--- src/rtl/cpu_register_file_dma.sv ---
// Bulk LOAD/DUMP byte engine in front of a CPU register file: one command at a time.
// Optional running checksum port enabled by defining CPU_REGISTER_FILE_DMA_CHECKSUM_EN.
module cpu_register_file_dma #(
  parameter int  NUMBER_OF_REGISTERS = 256,
  localparam int ADDR_W              = $clog2(NUMBER_OF_REGISTERS)
) (
  input  logic              clock_in,
  input  logic              reset_in,
  input  logic              command_valid_in,
  output logic              command_ready_out,
  input  logic              command_is_dump_in,
  input  logic [ADDR_W-1:0] command_start_address_in,
  input  logic [ADDR_W:0]   command_length_in,
  input  logic              stream_in_valid_in,
  input  logic [7:0]        stream_in_data_in,
  output logic              stream_in_ready_out,
  output logic              stream_out_valid_out,
  output logic [7:0]        stream_out_data_out,
  input  logic              stream_out_ready_in,
  output logic              rf_write_enable_out,
  output logic [ADDR_W-1:0] rf_write_register_address_out,
  output logic [7:0]        rf_write_data_out,
  output logic [ADDR_W-1:0] rf_read_register_address_out,
  input  logic [7:0]        rf_read_data_in,
  output logic              busy_out,
  output logic              done_out
`ifdef CPU_REGISTER_FILE_DMA_CHECKSUM_EN
  ,
  output logic [7:0]        checksum_out
`endif
);

  typedef enum logic [1:0] {S_IDLE, S_LOAD, S_DUMP, S_DONE} state_t;

  localparam logic [ADDR_W:0]   LEN_MAX   = (ADDR_W+1)'(NUMBER_OF_REGISTERS);
  localparam logic [ADDR_W:0]   LEN_ONE   = (ADDR_W+1)'(1);
  localparam logic [ADDR_W-1:0] ADDR_LAST = ADDR_W'(NUMBER_OF_REGISTERS-1);
  localparam logic [ADDR_W-1:0] ADDR_ONE  = ADDR_W'(1);

  state_t            state_q, state_d;
  logic [ADDR_W-1:0] addr_q, addr_d, addr_inc;
  logic [ADDR_W:0]   remain_q, remain_d, len_clamped;
  logic              wr_en_q, wr_en_d;
  logic [ADDR_W-1:0] wr_addr_q, wr_addr_d;
  logic [7:0]        wr_data_q, wr_data_d;
  logic              out_vld_q, out_vld_d;
  logic [7:0]        out_data_q, out_data_d;
  logic              remain_zero, cmd_acc, in_acc, out_hs, out_ld;

  assign len_clamped = (command_length_in > LEN_MAX) ? LEN_MAX : command_length_in;
  assign remain_zero = (remain_q == '0);
  assign addr_inc    = (addr_q == ADDR_LAST) ? '0 : addr_q + ADDR_ONE;
  assign cmd_acc     = command_valid_in && command_ready_out;
  assign in_acc      = stream_in_valid_in && stream_in_ready_out;
  assign out_hs      = out_vld_q && stream_out_ready_in;
  // Output register refills whenever it is empty or being drained this cycle.
  assign out_ld      = (state_q == S_DUMP) && !remain_zero && (!out_vld_q || stream_out_ready_in);

  always_ff @(posedge clock_in) begin
    if (reset_in) state_q <= S_IDLE;
    else          state_q <= state_d;
  end

  always_comb begin
    state_d = state_q;
    case (state_q)
      S_IDLE: begin
        if (cmd_acc) begin
          if (len_clamped == '0)      state_d = S_DONE;
          else if (command_is_dump_in) state_d = S_DUMP;
          else                         state_d = S_LOAD;
        end
      end
      // Leave LOAD only once the last byte's write pulse is on the bus.
      S_LOAD:  if (remain_zero && wr_en_q) state_d = S_DONE;
      S_DUMP:  if (remain_zero && out_hs)  state_d = S_DONE;
      S_DONE:  state_d = S_IDLE;
      default: state_d = S_IDLE;
    endcase
  end

  always_comb begin
    command_ready_out   = 1'b0;
    busy_out            = 1'b1;
    done_out            = 1'b0;
    stream_in_ready_out = 1'b0;
    case (state_q)
      S_IDLE: begin
        command_ready_out = 1'b1;
        busy_out          = 1'b0;
      end
      S_LOAD:  stream_in_ready_out = !remain_zero;
      S_DONE:  done_out = 1'b1;
      default: ;
    endcase
  end

  always_comb begin
    addr_d     = addr_q;
    remain_d   = remain_q;
    wr_en_d    = in_acc;
    wr_addr_d  = wr_addr_q;
    wr_data_d  = wr_data_q;
    out_vld_d  = out_vld_q;
    out_data_d = out_data_q;
    if (cmd_acc) begin
      addr_d   = command_start_address_in;
      remain_d = len_clamped;
    end
    if (in_acc) begin
      wr_addr_d = addr_q;
      wr_data_d = stream_in_data_in;
      addr_d    = addr_inc;
      remain_d  = remain_q - LEN_ONE;
    end
    if (out_ld) begin
      out_data_d = rf_read_data_in;
      out_vld_d  = 1'b1;
      addr_d     = addr_inc;
      remain_d   = remain_q - LEN_ONE;
    end else if (out_hs) begin
      out_vld_d  = 1'b0;
    end
  end

  always_ff @(posedge clock_in) begin
    if (reset_in) begin
      addr_q     <= '0;
      remain_q   <= '0;
      wr_en_q    <= 1'b0;
      wr_addr_q  <= '0;
      wr_data_q  <= '0;
      out_vld_q  <= 1'b0;
      out_data_q <= '0;
    end else begin
      addr_q     <= addr_d;
      remain_q   <= remain_d;
      wr_en_q    <= wr_en_d;
      wr_addr_q  <= wr_addr_d;
      wr_data_q  <= wr_data_d;
      out_vld_q  <= out_vld_d;
      out_data_q <= out_data_d;
    end
  end

  assign rf_write_enable_out           = wr_en_q;
  assign rf_write_register_address_out = wr_addr_q;
  assign rf_write_data_out             = wr_data_q;
  assign rf_read_register_address_out  = addr_q;
  assign stream_out_valid_out          = out_vld_q;
  assign stream_out_data_out           = out_data_q;

`ifdef CPU_REGISTER_FILE_DMA_CHECKSUM_EN
  logic [7:0] csum_q, csum_d;

  always_comb begin
    csum_d = csum_q;
    if (cmd_acc)     csum_d = '0;
    else if (in_acc) csum_d = csum_q + stream_in_data_in;
    else if (out_hs) csum_d = csum_q + out_data_q;
  end

  always_ff @(posedge clock_in) begin
    if (reset_in) csum_q <= '0;
    else          csum_q <= csum_d;
  end

  assign checksum_out = csum_q;
`endif

endmodule

--- config.mk ---
export PLATFORM = sky130hd
export DESIGN_NAME = cpu_register_file_dma
export DESIGN_NICKNAME = d
export VERILOG_FILES = /design/src/rtl/cpu_register_file_dma.sv
export SDC_FILE = /design/constraint.sdc
export NUM_CORES = 1
export LEC_CHECK = 0
export ABC_AREA = 0
export CAP_MARGIN = 20
export CORE_MARGIN = 2
export CORE_UTILIZATION = 31
export CTS_BUF_LIST = sky130_fd_sc_hd__clkbuf_8
export CTS_CLUSTER_DIAMETER = 80
export DETAILED_ROUTE_END_ITERATION = 10
export DONT_BUFFER_PORTS = 1
export PLACE_DENSITY_LB_ADDON = 0.15
export SLEW_MARGIN = 0
export SYNTH_ARGS = -nofsm -noshare
export SYNTH_HDL_FRONTEND = slang
export SYNTH_SLANG_ARGS = --single-unit
--- constraint.sdc ---
create_clock -name clock_in -period 4.11 [get_ports clock_in]
set_input_delay 0.822 -clock clock_in [delete_from_list [all_inputs] [get_ports clock_in]]
set_output_delay 0.822 -clock clock_in [all_outputs]
set_load 0.005 [all_outputs]
==> results_dict.tcl <==
set metrics [dict create \
    status "finished, final reports clean" \
    clk_latency_ns 0.29 \
    io_pins 77 \
    syn2layout_area_growth_pct 5.73 \
    period_share_pct 63.9 \
    max_cap_viol_count 0 \
    yosysTopAreaCellShare_pct 40.0 \
    dpl_cell_area_um2 2300 \
    tns_ns 0 \
    holdWs_ns 0.471 \
    layout_min_cycle_time_ns 2.63 \
    die_area_um2 7960 \
    crit_arrival_ns 1.80 \
    ys_seq_elements 45 \
    grt_max_degree 46 \
    syn_avg_cell_area_um2 8.66 \
    finalWirelength_mm 5.92 \
    core-area_um2 7140 \
    setup.worst_path.class "reg -> out" \
    drc_errors 0 \
    post-cts-setup-buffers 0 \
    worstHoldPathCells 2 \
    required_ns 3.29 \
    total_power_w 0.00170 \
    overflow 0 \
    htree_levels 2 \
    synthCells 260 \
    worstHoldStart "rf_write_register_address_out[0]" \
    yosysWarnings 0 \
    worstReg2RegStart "remain_q[0]" \
    placedCellCount 347 \
    yosys.area.top_type "dfxtp_1" \
    ant_nets 0 \
    fin_area_um2 2380 \
    synth_common_cells "dfxtp_1 (45), nand2_1 (44), a21oi_1 (31)" \
    crit_fanout 10 \
    die_height_um 89.2 \
    fin_cells 355 \
    report.final.slew_viol_count 0 \
    skew_ns 0.00613 \
    diodes 0 \
    clock-sinks 45 \
    drive_gt1_share_pct 8.20 \
    holdBufCountCts 0 \
    num_vias 1859 \
    synth.net_count 305 \
    grt_util_all_layers_pct 15.2 \
    p_leak_nw 0.834 \
    grt_pass1_wl_mm 9.20 \
    grt_pass1_vias 1759 \
    timing.fmax_mhz 381 \
    hpwlAfterDp_mm 4.19 \
    initial_core_util_pct 31.5 \
    dr.pass1.iters 4 \
    regToRegSetupSlack_ns 1.95 \
    root_buffer "clkbuf_8" \
    antenna_found_initial 0 \
    ys_types 51 \
    hold_end "rf_write_register_address_out[0]" \
    synth_flop_cell "dfxtp_1" \
    post_drt_wl_per_cell_um 16.7 \
    tritoncts "built" \
    multi_input_area_um2 1240 \
    worst_slew_pin_slew_ns 0.687 \
    critPathSlowestCell "nor4b_4" \
    cts_buffers 5 \
    synthArstFlopShare_pct 0 \
    synth_area_leaders "dfxtp_1 (40%), nand2_1 (7.3%), a21oi_1 (6.9%)" \
    yosysSeqAreaShare_pct 40.0 \
    endpoint_kind "output port" \
    hp-class "reg -> reg" \
    place.gp.congestion 0.797 \
    std_cell_rows 31 \
    hold_violations 0 \
    die_x_um 89.2 \
    yosysMostFrequentCell "dfxtp_1" \
    fillers 794 \
    max_stage_delay_ns 0.45 \
    ir_worst_vdd_mv 0.162 \
    drt_iter0_drc 98 \
    cts_buffer_depth 2 \
    cp_cell_sequence "inv_1 > ha_1 > nor4b_4 > nand2_4 > and2_1" \
    nets 300 \
    power_density_nw_per_um2 713 \
    cts_resized 0 \
    port_buffers 0 \
    synth.cell_area_um2 2250 \
    start_kind "flip-flop" \
    maxSlewHeadroom_pct 54.2 \
    routed_via_density 5.24 \
    setup_viol 0 \
    r2r_end "rf_read_register_address_out[5]" \
    synth_edf_count 0 \
    path_clk_slew_ns 0.09 \
    rr_worst_depth 7 \
    regArea_um2 901 \
    rsz0062_at_grt "no" \
]
cell type report:
class | instances | share of cell area, %
sequential | 45 | 37.9
multi-input combinational | 194 | 52.0
tap | 99 | 5.21
inverter | 9 | 1.42
clock inverter | 3 | 0.631
clock buffer | 5 | 2.89
report_power, final:
| part | switching, W | internal [W] | total, W | leakage [nW] |
|---|---|---|---|---|
| sequential | 0.000128 | 0.000539 | 0.000667 | 0.367 |
| combinational | 0.000477 | 0.000286 | 0.000763 | 0.421 |
| clock | 0.000151 | 0.000116 | 0.000267 | 0.0467 |
cell families (layout without fill, tap and decap cells):
family	after synthesis	in the layout	synth area share, %
mux	11	11	4.89
compound gates	72	72	23.1
fa+ha+maj	6	6	3.34
flops	45	45	40.0
simple gates	103	103	22.8
buf+inv	21	17	5.00
xor+xnor	2	2	0.778
registers in the layout, indices dropped and copies added (netlist names):
register and flops:
remain_q 9, rf_read_register_address_out 8, rf_write_data_out 8, rf_write_register_address_out 8, stream_out_data_out 8, state_q 2, rf_write_enable_out 1, stream_out_valid_out 1
worst max-delay path: cells and delay by family, from the launching register on:
| kind | cells | cell delay (ns) |
|---|---|---|
| adders and majority gates | 1 | 0.21 |
| buffers and inverters | 1 | 0.09 |
| DFF | 1 | 0.32 |
| and+or+nand+nor | 3 | 0.88 |
through the flow:
stage	util, %	worst slack [ns]
2_1_floorplan	-	1.98
5_1_grt	33.3	1.36
6_report	33.3	1.48
3_3_place_gp	32.2	1.82
3_5_place_dp	32.2	1.80
4_1_cts	33.3	1.46
how the worst max path moves through the flow:
stage                                to  slack [ns]         from
floorplan           stream_in_ready_out        1.98  remain_q[0]
global placement    stream_in_ready_out        1.82  remain_q[0]
detailed placement  stream_in_ready_out        1.80  remain_q[0]
CTS                 stream_in_ready_out        1.46  remain_q[0]
global route        stream_in_ready_out        1.36  remain_q[0]
finish              stream_in_ready_out        1.48  remain_q[0]
cells in the final DEF (no fill, tap or decap), drive strengths merged, types with 2 or more instances in the layout:
master	n
nor2	23
nor3	8
mux2i	11
a31oi	3
a32oi	2
and2	3
a311oi	2
nand3	8
or4	3
dfxtp	45
nand2b	2
nand2	45
nor4	3
and3	2
a221oi	4
a211oi	5
a21oi	33
o21ai	9
inv	11
o22a	2
clkbuf	5
a22oi	4
nand4	2
xnor2	2
ha	6
per-layer routing:
metal / track usage [%] / share of wire [%] / up-vias
li1: - / - / 927
met1: 20.6 / 45 / 870
met2: 23.0 / 45 / 60
met3: 5.17 / 9.2 / 2
met4: 4.07 / 0.57 / 0
met5: 0 / 0 / -
No activity file was read; power rests on OpenSTA's default activity.
